$ cat src/rtl/anpc_pkg.sv
// Shared encodings for the 3-level ANPC scheduler: level codes, commutation
// types, commutation-mode selectors and scheduler state encoding.
package anpc_pkg;

   localparam logic [1:0] LEV_ZERO = 2'd0;
   localparam logic [1:0] LEV_P    = 2'd1;
   localparam logic [1:0] LEV_N    = 2'd2;

   localparam logic [1:0] TYPE_I   = 2'd0;
   localparam logic [1:0] TYPE_IU  = 2'd1;
   localparam logic [1:0] TYPE_II  = 2'd2;
   localparam logic [1:0] TYPE_III = 2'd3;

   localparam logic [1:0] MODE_FIX_I  = 2'd0;
   localparam logic [1:0] MODE_FIX_II = 2'd1;
   localparam logic [1:0] MODE_ALT    = 2'd2;
   localparam logic [1:0] MODE_ISIGN  = 2'd3;

   typedef enum logic [2:0] {
      ST_IDLE   = 3'd0,
      ST_READY  = 3'd1,
      ST_DWELL  = 3'd2,
      ST_BRIDGE = 3'd3,
      ST_FAULT  = 3'd4
   } sched_st_t;

endpackage

$ cat src/rtl/anpc_dwell_timer.sv
// Dwell down-counter: clear beats load beats decrement; holds at zero and
// whenever ce is low.
module anpc_dwell_timer #(
   parameter int TW = 10
) (
   input  logic          clk,
   input  logic          rst,
   input  logic          ce,
   input  logic          load,
   input  logic          clr,
   input  logic          dec,
   input  logic [TW-1:0] load_val,
   output logic [TW-1:0] cnt,
   output logic          zero
);

   always_ff @(posedge clk or posedge rst) begin
      if (rst) begin
         cnt <= '0;
      end else if (ce) begin
         if (clr)
            cnt <= '0;
         else if (load)
            cnt <= load_val;
         else if (dec && (cnt != '0))
            cnt <= cnt - TW'(1);
      end
   end

   assign zero = (cnt == '0);

endmodule

$ cat src/rtl/anpc_lev_scheduler.sv
// Level/commutation-type sequencer for the ANPC commutation FSM with dwell
// enforcement, P<->N zero bridging and trip handling. Optional: ANPC_SCHED_STATS_EN.
module anpc_lev_scheduler
   import anpc_pkg::*;
#(
   parameter int TW = 10
) (
   input  logic          clk,
   input  logic          rst,
   input  logic          ce,
   input  logic          en,
   input  logic [1:0]    lev_req,
   input  logic [1:0]    comm_mode,
   input  logic          i_pos,
   input  logic [TW-1:0] t_dwell,
   input  logic          trip_in,
   output logic [1:0]    v_lev,
   output logic [1:0]    comm_type,
   output logic          busy,
   output logic          fault
`ifdef ANPC_SCHED_STATS_EN
   ,
   output logic [15:0]   sw_cnt
`endif
);

   sched_st_t     st, st_n;
   logic [1:0]    lev_n, tgt, tgt_n, req_eff, ct_n;
   logic          rot, rot_n, zero_entry, opp_jump;
   logic          tmr_load, tmr_clr, tmr_dec, tmr_zero;
   logic [TW-1:0] dwell_val, cnt;

   function automatic logic [1:0] sel_type(input logic [1:0] mode,
                                           input logic       rot_b,
                                           input logic       ipos);
      logic [1:0] t;
      t = TYPE_I;
      case (mode)
         MODE_FIX_I:  t = TYPE_I;
         MODE_FIX_II: t = TYPE_II;
         MODE_ALT:    t = rot_b ? TYPE_II : TYPE_I;
         MODE_ISIGN:  t = ipos ? TYPE_II : TYPE_I;
         default:     t = TYPE_I;
      endcase
      return t;
   endfunction

   assign req_eff   = (lev_req == 2'd3) ? LEV_ZERO : lev_req;
   assign dwell_val = (t_dwell == '0) ? '0 : (t_dwell - TW'(1));
   assign opp_jump  = ((v_lev == LEV_P) && (req_eff == LEV_N)) ||
                      ((v_lev == LEV_N) && (req_eff == LEV_P));

   anpc_dwell_timer #(.TW(TW)) u_timer (
      .clk      (clk),
      .rst      (rst),
      .ce       (ce),
      .load     (tmr_load),
      .clr      (tmr_clr),
      .dec      (tmr_dec),
      .load_val (dwell_val),
      .cnt      (cnt),
      .zero     (tmr_zero)
   );

   always_comb begin
      st_n     = st;
      lev_n    = v_lev;
      tgt_n    = tgt;
      tmr_load = 1'b0;
      tmr_clr  = 1'b0;
      tmr_dec  = 1'b0;
      case (st)
         ST_IDLE: begin
            lev_n = LEV_ZERO;
            if (en)
               st_n = ST_READY;
         end
         ST_READY: begin
            // With en low, park at zero through a full dwell before idling.
            if (!en) begin
               if (v_lev != LEV_ZERO) begin
                  lev_n    = LEV_ZERO;
                  tmr_load = 1'b1;
                  st_n     = ST_DWELL;
               end else begin
                  st_n = ST_IDLE;
               end
            end else if (req_eff != v_lev) begin
               tmr_load = 1'b1;
               if (opp_jump) begin
                  lev_n = LEV_ZERO;
                  tgt_n = req_eff;
                  st_n  = ST_BRIDGE;
               end else begin
                  lev_n = req_eff;
                  st_n  = ST_DWELL;
               end
            end
         end
         ST_DWELL: begin
            if (tmr_zero)
               st_n = ST_READY;
            else
               tmr_dec = 1'b1;
         end
         ST_BRIDGE: begin
            if (!tmr_zero) begin
               tmr_dec = 1'b1;
            end else if (en && (req_eff == tgt)) begin
               lev_n    = tgt;
               tmr_load = 1'b1;
               st_n     = ST_DWELL;
            end else begin
               st_n = ST_READY;
            end
         end
         ST_FAULT: begin
            lev_n = LEV_ZERO;
            if (!en)
               st_n = ST_IDLE;
         end
         default: begin
            lev_n = LEV_ZERO;
            st_n  = ST_IDLE;
         end
      endcase
      if (trip_in) begin
         lev_n    = LEV_ZERO;
         tmr_load = 1'b0;
         tmr_dec  = 1'b0;
         tmr_clr  = 1'b1;
         st_n     = ST_FAULT;
      end
   end

   // Commutation type is only re-chosen on a nonzero-to-zero level load.
   assign zero_entry = (lev_n == LEV_ZERO) && (v_lev != LEV_ZERO);

   always_comb begin
      ct_n  = comm_type;
      rot_n = rot;
      if (zero_entry) begin
         ct_n = sel_type(comm_mode, rot, i_pos);
         if (comm_mode == MODE_ALT)
            rot_n = ~rot;
      end
   end

   always_ff @(posedge clk or posedge rst) begin
      if (rst) begin
         st        <= ST_IDLE;
         v_lev     <= LEV_ZERO;
         tgt       <= LEV_ZERO;
         comm_type <= TYPE_I;
         rot       <= 1'b0;
      end else if (ce) begin
         st        <= st_n;
         v_lev     <= lev_n;
         tgt       <= tgt_n;
         comm_type <= ct_n;
         rot       <= rot_n;
      end
   end

   assign busy  = (cnt != '0);
   assign fault = (st == ST_FAULT);

`ifdef ANPC_SCHED_STATS_EN
   always_ff @(posedge clk or posedge rst) begin
      if (rst)
         sw_cnt <= '0;
      else if (ce) begin
         if (trip_in && (st != ST_FAULT))
            sw_cnt <= '0;
         else if (lev_n != v_lev)
            sw_cnt <= sw_cnt + 16'd1;
      end
   end
`endif

endmodule

$ cat config.mk
export PLATFORM = sky130hd
export DESIGN_NAME = anpc_lev_scheduler
export DESIGN_NICKNAME = d
export VERILOG_FILES = /design/src/rtl/anpc_pkg.sv /design/src/rtl/anpc_dwell_timer.sv /design/src/rtl/anpc_lev_scheduler.sv
export SDC_FILE = /design/constraint.sdc
export NUM_CORES = 1
export LEC_CHECK = 0
export ABC_AREA = 1
export ABC_CLOCK_PERIOD_IN_PS = 5400
export BUFFER_PORTS_ARGS = -buffer_cell sky130_fd_sc_hd__buf_2
export CELL_PAD_IN_SITES_DETAIL_PLACEMENT = 0
export CELL_PAD_IN_SITES_GLOBAL_PLACEMENT = 1
export CORE_AREA = 2 2 66 68
export DETAILED_ROUTE_END_ITERATION = 8
export DIE_AREA = 0 0 68 70
export PLACE_DENSITY = 0.91
export SLEW_MARGIN = 40
export SYNTH_ARGS = -nofsm -noshare
export SYNTH_HDL_FRONTEND = slang
export SYNTH_SLANG_ARGS = --single-unit
$ cat constraint.sdc
create_clock -name clk -period 5.4 [get_ports clk]
set_clock_uncertainty 0.15 [all_clocks]
set_input_delay 1.08 -clock clk [delete_from_list [all_inputs] [get_ports clk]]
set_output_delay 1.08 -clock clk [all_outputs]
set_load 0.02 [all_outputs]
==> results.md <==
| Stage | Quantity | Reported |
|:---|:---|:---|
| worst setup path | Source of the worst register-to-register timing path | u_timer.cnt[0] |
| synth | Share of the yosys chip area belonging to registers | 28.6% |
| die | Floorplan die area | 0.00476 mm2 |
| power and ir drop | Cell Pwr Density | 348 mW/mm2 |
| timing | Hold Slack | 0.328 ns |
| timing | Final period utilization | 54.5% |
| detailed routing | Number of search-and-repair iterations in the first detailed-routing pass | 4 |
| clock network | CTS Buf Count | 3 |
| place | Total of buffers placed on input and output ports | 24 |
| timing | Slew headroom | 53.8% |
| worst setup path | Critical path's slowest cell | dfrtp_1 |
| worst setup path | Crit. End Element | output pin |
| min path | Hold worst-path end | comm_type[1] |
| clock network | Post-cts sizing count | 0 |
| power and ir drop | Leakage component of the power | 0.974 nW |
| clock network | Post CTS Setup Buffer Count | 0 |
| global route | Pin count of the biggest net entering global routing | 20 |
| place | RD Place Congestion | 0.810 |
| finish | Number of nets at the end of the flow | 294 |
| die | Number of top-level pins | 26 |
| timing | Hold violation count in the final report | 0 |
| global route | Antenna violations before repair | 0 |
| detailed routing | DRC Markers | 0 |
| power and ir drop | Internal power component | 367 uW |
| worst setup path | CP most frequent cell | inv_1 |
| timing | Final worst setup slack | 2.46 ns |
| finish | Number of antenna diodes | 0 |
| die | Placeable Area | 0.00414 mm2 |
| worst setup path | Data required time of the critical path | 4.17 ns |
| timing | Setup total negative slack | 0 ns |
| power and ir drop | Power after layout | 647 uW |
| power and ir drop | Power share of the sequential group | 35.6% |
| global route | Via count of the first global-routing pass | 1431 |
| clock network | Number of hold buffers added after cts | 0 |
| place | Worst slack at placement | 2.54 ns |
| worst setup path | R2R depth | 12 |
| detailed routing | Post-detailed-route via-to-cell ratio | 4.85 |
| detailed routing | Number of routed nets with antenna violations | 0 |
| clock network | Root Buffer | clkbuf_8 |
| run status | Outcome | completed |
| die | FP Rows | 24 |
| finish | Most used cells in the layout excluding fill and tap cells | nand2_1, inv_1, buf_2 |
| worst setup path | Worst setup SP type | flip-flop |
| place | HPWL Detailed | 2890 um |
| min path | Worst Hold Launch | comm_type[1] |
| global route | First-pass GRT wire length | 5980 um |
| timing | Total of endpoints with negative setup slack in the final report | 0 |
| power and ir drop | VDD IR max | 0.219 mV |
| worst setup path | Worst endpoint data arrival time | 1.71 ns |
| worst setup path | Worst path cell trace | inv_1, ha_1, inv_1, nor3_2, nand2_1, nor2_2, inv_1, buf_2 |
| synth | Fraction of registers with async set/reset | 100% |
| power and ir drop | Logic pwr share | 48.9% |
| power and ir drop | Clock network fraction of total power | 15.5% |
| clock network | CTS tree | done |
| worst setup path | Stage delay of the slowest cell on the critical path | 0.40 ns |
| global route | Total gr overflow | 0 |
| power and ir drop | Net Sw Frac | 43.4% |
| clock network | Insertion delay of the later-clocked pin in the worst-skew pair | 0.26 ns |
| synth | Post-Syn Area | 0.00166 mm2 |
| worst setup path | Flop-to-flop setup slack | 3.17 ns |
| finish | Most common library cell in the layout ignoring fill and taps | nand2_1 |
| timing | Unrepaired setup endpoints after global routing | false |
| worst setup path | Capture instance of the worst register-to-register path | u_timer.cnt[1] |
| synth | Yosys reg bits | 19 |
| finish | Util after Layout | 44.9% |
| timing | Highest clock rate | 340 MHz |
| die | Initial Util | 40.2% |
| die | Height of the die | 70 um |
| clock network | Number of levels the H-tree was split into | 1 |
| run | Maxcap violations | 0 |
| finish | Synthesis-to-layout area growth | 11.9% |
| clock network | Clock input transition at the sequential cells of the worst setup and hold paths | 0.07 ns |
| worst setup path | Crit Path Max Fanout | 6 |
| finish | Layout cells sized above 1 | 20.0% |
| synth | Count of flip-flops with a built-in enable after synthesis | 0 |
| timing | Actual transition at the worst max-transition pin | 0.689 ns |
| timing | Post-route minimum period | 2.94 ns |
| clock network | Maximum clock path buffer count | 2 |
| synth | Mapped Nets | 268 |
| synth | Mean instance size in the synthesized netlist | 6.79 um2 |
| timing | Max-slew violations | 0 |
| clock network | Sink Count | 19 |
| detailed routing | Vias after detailed routing | 1561 |
| synth | Number of standard cells after synthesis | 245 |
| detailed routing | WL/cell | 11.1 um |
| power and ir drop | Net Switching | 281 uW |
| global route | Total global routing track utilization | 16.2% |
| synth | Synth warnings | 0 |
| detailed routing | Total length of routed wires | 3570 um |
| detailed routing | DRT iter0 DRCs | 62 |
| min path | HP Class | reg -> reg |
| min path | Instance count along the most critical hold path | 2 |
| die | Die X-Extent | 68 um |
| worst setup path | CP Class | reg -> out |
| synth | Main synth FF type | dfrtp_1 |
| synth | Count of cell types in the netlist | 34 |
-- cells in the mapped netlist (all sizes together), types with 2 or more instances --
cell type | instances | area (um2)
o21ai | 15 | 90.1
nor2 | 23 | 98.8
inv | 38 | 145
buf | 2 | 27.5
dfrtp | 19 | 475
nand2 | 73 | 309
nor3 | 12 | 65.1
o22ai | 8 | 50.1
nand4 | 4 | 25.0
nand3 | 16 | 90.1
a21oi | 7 | 35.0
xnor2 | 3 | 26.3
xor2 | 13 | 121
ha | 3 | 37.5
-- power groups by stage --
stage | Combinational [mW] | Clock [mW] | Sequential [mW]
detailed placement | 0.317 | 0 | 0.233
global route | 0.360 | 0.109 | 0.238
CTS | 0.319 | 0.104 | 0.230
finish | 0.317 | 0.100 | 0.230
global placement | 0.314 | 0 | 0.233
floorplan | 0.256 | 0 | 0.226
-- logic make-up (layout without fill, tap and decap cells) --
kind of cell	count (synthesis)	count (layout)	synth area share, %
flip-flops	19	19	28.6
buffers and inverters	41	66	10.7
XOR/XNOR	16	16	8.87
adder cells (fa/ha/maj)	3	3	2.26
other	1	1	0.225
AND/OR/NAND/NOR	129	129	35.7
AO/OA/AOI/OAI	36	36	13.7
-- stage by stage --
stage	instance area (um2)	std cells
5_1_grt	1860	322
3_3_place_gp	1820	318
6_report	1860	322
3_5_place_dp	1820	318
2_1_floorplan	1660	245
4_1_cts	1860	322
-- final cells by class --
type                            instances  area, um2
Clock buffer                            4       45.0
Fill cell                             438       2280
Inverter                               38        145
Multi-Input combinational cell        185       1010
Sequential cell                        19        475
Tap cell                               52       65.1
Timing Repair Buffer                   24        120
-- how the worst max path moves through the flow --
stage	slack [ns]	to	from	cells after the start
6_report	2.46	busy	u_timer.cnt[0]	8
5_1_grt	2.27	busy	u_timer.cnt[0]	8
3_5_place_dp	2.54	u_timer.cnt[5]	t_dwell[0]	11
3_3_place_gp	2.59	u_timer.cnt[5]	t_dwell[0]	11
2_1_floorplan	2.84	u_timer.cnt[5]	t_dwell[0]	10
4_1_cts	2.44	busy	u_timer.cnt[0]	8
-- registers in the layout, indices dropped and copies added, names as in the netlist --
name and count:
tgt 2, st 3, comm_type 1, rot 1
u_timer.cnt 10, v_lev 2
-- critical path, delay by kind of cell (launching register included) --
family | cells | cell delay (ns)
buffers and inverters | 4 | 0.45
adder cells (fa/ha/maj) | 1 | 0.16
AND/OR/NAND/NOR | 3 | 0.43
flip-flops | 1 | 0.40
-- per-layer routing --
metal	wire (um)	GRT usage, %
met2	1760	27.2
met5	0	0
met4	59	6.00
met1	1650	20.8
met3	108	1.93
No activity file was read; power rests on OpenSTA's default activity.
